[src/rtl/cmp_peak_tracker_if.sv]
// Sample stream interface for cmp_peak_tracker: producer drives valid/data, consumer drives ready.
// A sample transfers on a rising clock edge where in_valid and in_ready are both high; the producer
// keeps in_valid and in_data stable until that happens.
interface cmp_peak_tracker_if #(
  parameter int WIDTH = 4
);
  logic             in_valid;
  logic             in_ready;
  logic [WIDTH-1:0] in_data;

  modport master (
    output in_valid,
    output in_data,
    input  in_ready
  );

  modport slave (
    input  in_valid,
    input  in_data,
    output in_ready
  );
endinterface

[src/rtl/cmp_peak_tracker.sv]
// Running max/min tracker with previous-sample compare flags and a saturating sample counter.
// Define CMP_EVENT_CNT_EN to add saturating greater/lesser/equal event counters.
module cmp_peak_tracker #(
  parameter int WIDTH = 4,
  parameter int CNT_W = 8
) (
  input  logic             clk,
  input  logic             rst,
  input  logic             clear,
  input  logic             hold,
  cmp_peak_tracker_if.slave s,
  output logic [WIDTH-1:0] max_out,
  output logic [WIDTH-1:0] min_out,
  output logic [CNT_W-1:0] sample_cnt,
  output logic             cnt_sat,
  output logic             equal,
  output logic             greater,
  output logic             lesser,
  output logic             new_max,
  output logic             new_min,
`ifdef CMP_EVENT_CNT_EN
  output logic [CNT_W-1:0] gt_cnt,
  output logic [CNT_W-1:0] lt_cnt,
  output logic [CNT_W-1:0] eq_cnt,
`endif
  output logic [1:0]       dbg_state
);

  typedef enum logic [1:0] {
    ST_EMPTY = 2'd0,
    ST_TRACK = 2'd1,
    ST_SAT   = 2'd2
  } state_t;

  state_t           state_q, state_d;
  logic [WIDTH-1:0] max_q, max_d, min_q, min_d, prev_q, prev_d;
  logic [CNT_W-1:0] cnt_q, cnt_d;
  logic             sat_q, sat_d;
  logic             eq_q, eq_d, gt_q, gt_d, lt_q, lt_d;
  logic             nmax_q, nmax_d, nmin_q, nmin_d;
`ifdef CMP_EVENT_CNT_EN
  logic [CNT_W-1:0] gtc_q, gtc_d, ltc_q, ltc_d, eqc_q, eqc_d;
`endif

  logic accept;

  // clear blocks acceptance so a sample offered alongside it is never consumed
  assign s.in_ready = ~hold & ~clear;
  assign accept     = s.in_valid & s.in_ready;

  always_comb begin
    state_d = state_q;
    max_d   = max_q;
    min_d   = min_q;
    prev_d  = prev_q;
    cnt_d   = cnt_q;
    sat_d   = sat_q;
    eq_d    = eq_q;
    gt_d    = gt_q;
    lt_d    = lt_q;
    nmax_d  = 1'b0;
    nmin_d  = 1'b0;
`ifdef CMP_EVENT_CNT_EN
    gtc_d   = gtc_q;
    ltc_d   = ltc_q;
    eqc_d   = eqc_q;
`endif
    if (clear) begin
      state_d = ST_EMPTY;
      max_d   = '0;
      min_d   = '0;
      prev_d  = '0;
      cnt_d   = '0;
      sat_d   = 1'b0;
      eq_d    = 1'b0;
      gt_d    = 1'b0;
      lt_d    = 1'b0;
`ifdef CMP_EVENT_CNT_EN
      gtc_d   = '0;
      ltc_d   = '0;
      eqc_d   = '0;
`endif
    end else if (accept) begin
      if (state_q == ST_EMPTY) begin
        // first sample has no predecessor: seeds max/min/prev, raises no compare flag
        max_d   = s.in_data;
        min_d   = s.in_data;
        prev_d  = s.in_data;
        cnt_d   = CNT_W'(1);
        sat_d   = &cnt_d;
        nmax_d  = 1'b1;
        nmin_d  = 1'b1;
        eq_d    = 1'b0;
        gt_d    = 1'b0;
        lt_d    = 1'b0;
        state_d = sat_d ? ST_SAT : ST_TRACK;
      end else begin
        eq_d   = (s.in_data == prev_q);
        gt_d   = (s.in_data >  prev_q);
        lt_d   = (s.in_data <  prev_q);
        prev_d = s.in_data;
        if (s.in_data > max_q) begin
          max_d  = s.in_data;
          nmax_d = 1'b1;
        end
        if (s.in_data < min_q) begin
          min_d  = s.in_data;
          nmin_d = 1'b1;
        end
        if (state_q == ST_TRACK) begin
          cnt_d = cnt_q + CNT_W'(1);
          if (&cnt_d) begin
            sat_d   = 1'b1;
            state_d = ST_SAT;
          end
        end
`ifdef CMP_EVENT_CNT_EN
        if (gt_d && !(&gtc_q)) gtc_d = gtc_q + CNT_W'(1);
        if (lt_d && !(&ltc_q)) ltc_d = ltc_q + CNT_W'(1);
        if (eq_d && !(&eqc_q)) eqc_d = eqc_q + CNT_W'(1);
`endif
      end
    end
  end

  always_ff @(posedge clk or posedge rst) begin
    if (rst) begin
      state_q <= ST_EMPTY;
      max_q   <= '0;
      min_q   <= '0;
      prev_q  <= '0;
      cnt_q   <= '0;
      sat_q   <= 1'b0;
      eq_q    <= 1'b0;
      gt_q    <= 1'b0;
      lt_q    <= 1'b0;
      nmax_q  <= 1'b0;
      nmin_q  <= 1'b0;
`ifdef CMP_EVENT_CNT_EN
      gtc_q   <= '0;
      ltc_q   <= '0;
      eqc_q   <= '0;
`endif
    end else begin
      state_q <= state_d;
      max_q   <= max_d;
      min_q   <= min_d;
      prev_q  <= prev_d;
      cnt_q   <= cnt_d;
      sat_q   <= sat_d;
      eq_q    <= eq_d;
      gt_q    <= gt_d;
      lt_q    <= lt_d;
      nmax_q  <= nmax_d;
      nmin_q  <= nmin_d;
`ifdef CMP_EVENT_CNT_EN
      gtc_q   <= gtc_d;
      ltc_q   <= ltc_d;
      eqc_q   <= eqc_d;
`endif
    end
  end

  assign max_out    = max_q;
  assign min_out    = min_q;
  assign sample_cnt = cnt_q;
  assign cnt_sat    = sat_q;
  assign equal      = eq_q;
  assign greater    = gt_q;
  assign lesser     = lt_q;
  assign new_max    = nmax_q;
  assign new_min    = nmin_q;
  assign dbg_state  = state_q;
`ifdef CMP_EVENT_CNT_EN
  assign gt_cnt     = gtc_q;
  assign lt_cnt     = ltc_q;
  assign eq_cnt     = eqc_q;
`endif

endmodule

[src/flat_wrapper.sv]
// flat-port wrapper written by rule: the top's interface ports become plain ports
module cmp_peak_tracker_flat 
#(
  parameter int WIDTH = 4,
  parameter int CNT_W = 8
)
  (clk, rst, clear, hold, max_out, min_out, sample_cnt, cnt_sat, equal, greater, lesser, new_max, new_min, dbg_state, s_in_valid, s_in_data, s_in_ready);
  cmp_peak_tracker_if #(.WIDTH(WIDTH)) s_i ();
  input  logic clk;
  input  logic rst;
  input  logic clear;
  input  logic hold;
  output logic [WIDTH-1:0] max_out;
  output logic [WIDTH-1:0] min_out;
  output logic [CNT_W-1:0] sample_cnt;
  output logic cnt_sat;
  output logic equal;
  output logic greater;
  output logic lesser;
  output logic new_max;
  output logic new_min;
  output logic [1:0] dbg_state;
  input wire logic [$bits(s_i.in_valid)-1:0] s_in_valid;
  input wire logic [$bits(s_i.in_data)-1:0] s_in_data;
  output wire logic [$bits(s_i.in_ready)-1:0] s_in_ready;
  assign s_i.in_valid = s_in_valid;
  assign s_i.in_data = s_in_data;
  assign s_in_ready = s_i.in_ready;
  cmp_peak_tracker #(.WIDTH(WIDTH), .CNT_W(CNT_W)) u_core (.clk(clk), .rst(rst), .clear(clear), .hold(hold), .s(s_i), .max_out(max_out), .min_out(min_out), .sample_cnt(sample_cnt), .cnt_sat(cnt_sat), .equal(equal), .greater(greater), .lesser(lesser), .new_max(new_max), .new_min(new_min), .dbg_state(dbg_state));
endmodule
[config.mk]
export PLATFORM = sky130hd
export DESIGN_NAME = cmp_peak_tracker_flat
export DESIGN_NICKNAME = d
export VERILOG_FILES = /design/src/rtl/cmp_peak_tracker_if.sv /design/src/rtl/cmp_peak_tracker.sv /design/src/flat_wrapper.sv
export SDC_FILE = /design/constraint.sdc
export NUM_CORES = 1
export LEC_CHECK = 0
export CORE_UTILIZATION = 50
export DETAILED_ROUTE_END_ITERATION = 8
export MAX_ROUTING_LAYER = met4
export PLACE_DENSITY = 0.79
export SYNTH_ARGS = -nofsm -noshare
export SYNTH_HDL_FRONTEND = slang
export SYNTH_SLANG_ARGS = --single-unit
[constraint.sdc]
create_clock -name clk -period 1.9 [get_ports clk]
set_input_delay 0.38 -clock clk [delete_from_list [all_inputs] [get_ports clk]]
set_output_delay 0.38 -clock clk [all_outputs]
set_load 0.02 [all_outputs]
* After elaboration in Yosys (flattened, before gate mapping)
Index checks and enable logic that the tools add are counted.
** Operators by class
- Add/subtract/negate cells :: 1
- $lt $le $gt $ge :: 4
- Equal/unequal tests :: 2
- Multiplexer cells :: 41
- Bitwise logic cells :: 4
- Reductions and logical operators :: 11
** Operators with widths (number)
- two-way mux 4 bit :: 10
- two-way mux 8 bit :: 4
- two-way mux 1 bit :: 22
- nonzero test 3 bit :: 4
- two-way mux 2 bit :: 5
- adder 8 x 1 -> 8 bit, second input constant :: 1
- greater-than comparator 4 bit :: 2
- < comparator 4 bit :: 2
- AND reduction 8 bit :: 1
- AND reduction 2 bit :: 3
- equality test 4 bit :: 1
- AND reduction 3 bit :: 1
- bitwise AND 1 bit :: 2
- equality test 2 x 1 -> 1 bit, second input constant :: 1
- zero test 2 bit :: 1
- inverter 1 bit :: 2
- nonzero test 2 bit :: 1
** Word-level totals
- Register bits after elaboration :: 28
- Input port bits :: 9
- Output and inout bits :: 25
- Word-level logic and storage cells :: 74

* Logic depth before layout (Yosys ltp)
- Depth after elaboration :: 7
- Mapped depth :: 8

* Least setup slack after synthesis
No wires, ideal clock.
- Path kind :: flip-flop to flip-flop
- Start :: reg u_core.state_q[0], in the netlist u_core.dbg_state[0]
- End :: reg u_core.min_q[0], in the netlist u_core.min_out[0]
- Data arrival time :: 1.623 ns
- Data required time :: 1.768 ns
- Path slack :: 0.145 ns
- Cell stages (with the launch flop) :: 8
- Path buffers :: 2
- Clock period less this slack :: 1.755 ns
- Cells stage by stage :: dfrtp_1 -> buf_2 -> or2_1 -> buf_2 -> a21o_1 -> a31oi_4 -> mux2i_1 -> nor2_1
** Between the ends
- Cells in the longest elaborated chain, start to end :: 4
- Elaborated cells between the ends (all ways) :: 6
- Classes of those cells :: 3 x mux; 3 x reduce/logical
** Ends and longest elaborated chain
- start, declared :: line cmp_peak_tracker.sv:35 : state_t state_q, state_d;
- start signal, assigned :: line cmp_peak_tracker.sv:145 : state_q <= state_d;
- zero test 2 bit (*) :: line cmp_peak_tracker.sv:84 : if (state_q == ST_EMPTY) begin
- two-way mux 4 bit :: line cmp_peak_tracker.sv:84
- two-way mux 4 bit :: line cmp_peak_tracker.sv:83 : end else if (accept) begin
- two-way mux 4 bit :: line cmp_peak_tracker.sv:68 : if (clear) begin
- end signal, assigned :: line cmp_peak_tracker.sv:147 : min_q <= min_d;
- end, declared :: line cmp_peak_tracker.sv:36 : logic [WIDTH-1:0] max_q, max_d, min_q, min_d, prev_q, prev_d;
Every way passes the cells marked *; elsewhere a longest branch is shown, timed or not. The select of a mux whose other input is x is not followed.
A chain may end at the register's enable or synchronous reset.

* Worst setup path after layout
- Start :: reg u_core.cnt_q[0], in the netlist u_core.sample_cnt[0]
- End :: out sample_cnt[0]
** RTL lines
- start, declared :: line cmp_peak_tracker.sv:37 : logic [CNT_W-1:0] cnt_q, cnt_d;
- start signal, assigned :: line cmp_peak_tracker.sv:149 : cnt_q <= cnt_d;
- end, declared :: line flat_wrapper.sv:15 : output logic [CNT_W-1:0] sample_cnt;
No word-level cell between the ends.

==> results.json <==
{
  "clockBufferDepth": 2,
  "cp_data_arrival_time_ns": 1.47,
  "status": "finished, violations left",
  "grt-ovfl-total": 0,
  "final_area_mm2": 0.00201,
  "slew_headroom": 0.653,
  "cts_htree_levels": 1,
  "die_area_mm2": 0.00328,
  "cts_buffers": 3,
  "ys_seq_elements": 27,
  "startpoint_type": "flip-flop",
  "crit_buf_inv": 1,
  "gr-usage-all-layers": 0.227,
  "path_class": "reg -> out",
  "start_util": 0.540,
  "fin_ws_ns": 0.0493,
  "synth.area.top_cells": "dfrtp_1 44%, ha_1 11%, mux2i_1 5.2%",
  "drtPass1Iterations": 6,
  "synth_top_area_cell": "dfrtp_1",
  "syn_to_final_growth_pct": 31.8,
  "io_buffers": 33,
  "final_cell_mix": "29 x clkdlybuf4s50_1, 26 x dfrtp_1, 17 x nor2_1, 17 x buf_4",
  "hpwl_um": 2570,
  "hold_class": "in -> async",
  "path_clk_slew_ns": 0.15,
  "grt_pass1_wl_um": 5580,
  "gp_congestion": 0.814,
  "setup_viol": 0,
  "final_common_cell": "clkdlybuf4s50_1",
  "grt_start_max_net_pins": 28,
  "num-fill-cells": 222,
  "synth.avg_cell_area_um2": 9.72,
  "drcViolationCount": 2,
  "rsz0062_at_grt": "no",
  "core_mm2": 0.00283,
  "drtIter0Drc": 53,
  "max_cap_violations": 0,
  "fin_crit_ns": 1.85,
  "wl_per_cell_um": 14.5,
  "timing.fmax_mhz": 540,
  "hold_viol": 0,
  "cp.required_ns": 1.52,
  "placed_cell_area_mm2": 0.00198,
  "slew_viol_final": 0,
  "cts-root-buf": "clkbuf_4",
  "cts_tree": "built",
  "worstMarginPinSlew_ns": 0.518,
  "die_w_um": 57.3,
  "grt_pass1_vias": 1235,
  "antenna_cells": 0,
  "r2r_setup_slack_ns": 0.23,
  "final_util": 0.711,
  "yosysTopAreaCellShare": 0.443,
  "num_rows": 19,
  "clock_sinks": 27,
  "clock_latency_ns": 0.33,
  "max_stage_delay_ns": 0.65,
  "die_y_um": 57.3,
  "vdd_ir_drop_max_mv": 0.448,
  "synthesis.nets": 179,
  "slowest_stage": "clkdlybuf4s50_1",
  "ys.warnings.count": 0,
  "ant_nets": 0,
  "placed_cells": 230,
  "ys_types": 32,
  "pre_cts_ws_ns": -0.322,
  "cp_top_family": "buffers and inverters",
  "synthCells": 157,
  "path_cells": "clkdlybuf4s50_1",
  "power_density_mw_per_mm2": 529,
  "final_cells": 234,
  "setup.worst_path.end_class": "primary output",
  "min_period_over_period": 0.974,
  "drive_gt1_frac": 0.128,
  "p_leak_nw": 0.944,
  "num_io_pins": 34,
  "final_net_count": 226,
  "skew_ns": 0.00459,
  "vias": 1283,
  "crit_fanout": 7,
  "p_total_mw": 1.07,
  "drt-total-wl_um": 3390,
  "violations": "design-rule violations",
  "synth-seq-area-share": 0.443,
  "antenna_found_initial": 0,
  "syn_area_mm2": 0.00153,
  "viasPerCell": 5.48
}
## path summary, 6_finish.rpt
| path | from | depth (start not counted) | end |
|---|---|---|---|
| max | u_core.sample_cnt[0]$_DFFE_PP0P_ | 1 | sample_cnt[0] |
| min | rst | 3 | u_core.max_out[0]$_DFFE_PP0P_ |
| max reg2reg | u_core.min_out[2]$_DFFE_PP0P_ | 7 | u_core.min_out[2]$_DFFE_PP0P_ |
| min reg2reg | u_core.prev_q[0]$_DFFE_PP0P_ | 2 | u_core.prev_q[0]$_DFFE_PP0P_ |
| max in group asynchronous | rst | 3 | u_core.sample_cnt[4]$_DFFE_PP0P_ |
| min in group clk | s_in_data[2] | 3 | u_core.max_out[2]$_DFFE_PP0P_ |
## state kept, by name, summed over array words and instances, names as in the netlist
register,flops
u_core.cnt_sat,1
u_core.dbg_state,1
u_core.equal,1
u_core.greater,1
u_core.lesser,1
u_core.max_out,4
u_core.min_out,4
u_core.new_max,1
u_core.new_min,1
u_core.prev_q,4
u_core.sample_cnt,8
## cells by family (layout without fill, tap and decap cells)
group,Yosys count,in the layout,synth area share
AND/OR/NAND/NOR,51,51,0.168
AO/OA/AOI/OAI,31,31,0.138
flip-flops,27,27,0.443
buffers and inverters,22,68,0.0639
adder cells (fa/ha/maj),13,13,0.107
multiplexers,8,8,0.0525
XOR/XNOR,5,5,0.0287
## through the flow
step | hold WS, ns | TNS (ns)
floorplan | 0.433 | 0
global placement | 0.488 | -2.46
detailed placement | 0.498 | -3.14
CTS | 0.403 | 0
global route | 0.451 | 0
finish | 0.397 | 0
## where the power goes
| part | internal, mW | leakage, nW | total, mW | switching, mW |
|---|---|---|---|---|
| Clock | 0.0824 | 0.0150 | 0.257 | 0.174 |
| Combinational | 0.0947 | 0.559 | 0.207 | 0.112 |
| Sequential | 0.590 | 0.370 | 0.601 | 0.0110 |
| Total | 0.767 | 0.944 | 1.07 | 0.298 |
## final cells by class
cell class	instances	area, µm²	area share
clock buffer	4	26.3	0.0131
inverter	14	52.6	0.0261
multi-input combinational	108	753	0.374
sequential	27	677	0.336
tap	31	38.8	0.0193
timing repair buffer	50	464	0.231
## what timing repair did
item | CTS | global route
gates resized for setup | 1 | 4
buffers inserted | 0 | 0
endpoints found under the setup margin | 1 | 7
hold buffers | 0 | 0
pin swaps | 0 | 1
## per-layer routing
layer	GRT usage	wire, µm
met5	-	0
met4	0.0627	31
met3	0.0204	87
met2	0.380	1680
met1	0.297	1590
## Yosys cell counts
cell type / number
nand3_1: 8
nor4b_2: 1
buf_6: 1
or3b_1: 1
buf_2: 3
ha_1: 13
nor2_1: 17
o21ai_0: 12
xnor2_1: 1
nor3_1: 3
buf_4: 1
a21oi_1: 6
dfrtp_1: 27
inv_2: 1
inv_1: 13
nand4_1: 3
and2_1: 1
xor2_1: 4
or2_1: 1
nor2b_1: 2
o31ai_1: 4
clkbuf_1: 3
mux2i_1: 8
a32o_1: 3
a31oi_1: 1
and4_1: 2
nand2_1: 9
a31oi_4: 1
a21oi_2: 1
nand2b_1: 3
o21ai_2: 1
a21o_1: 2
No activity file was read; power rests on OpenSTA's default activity.
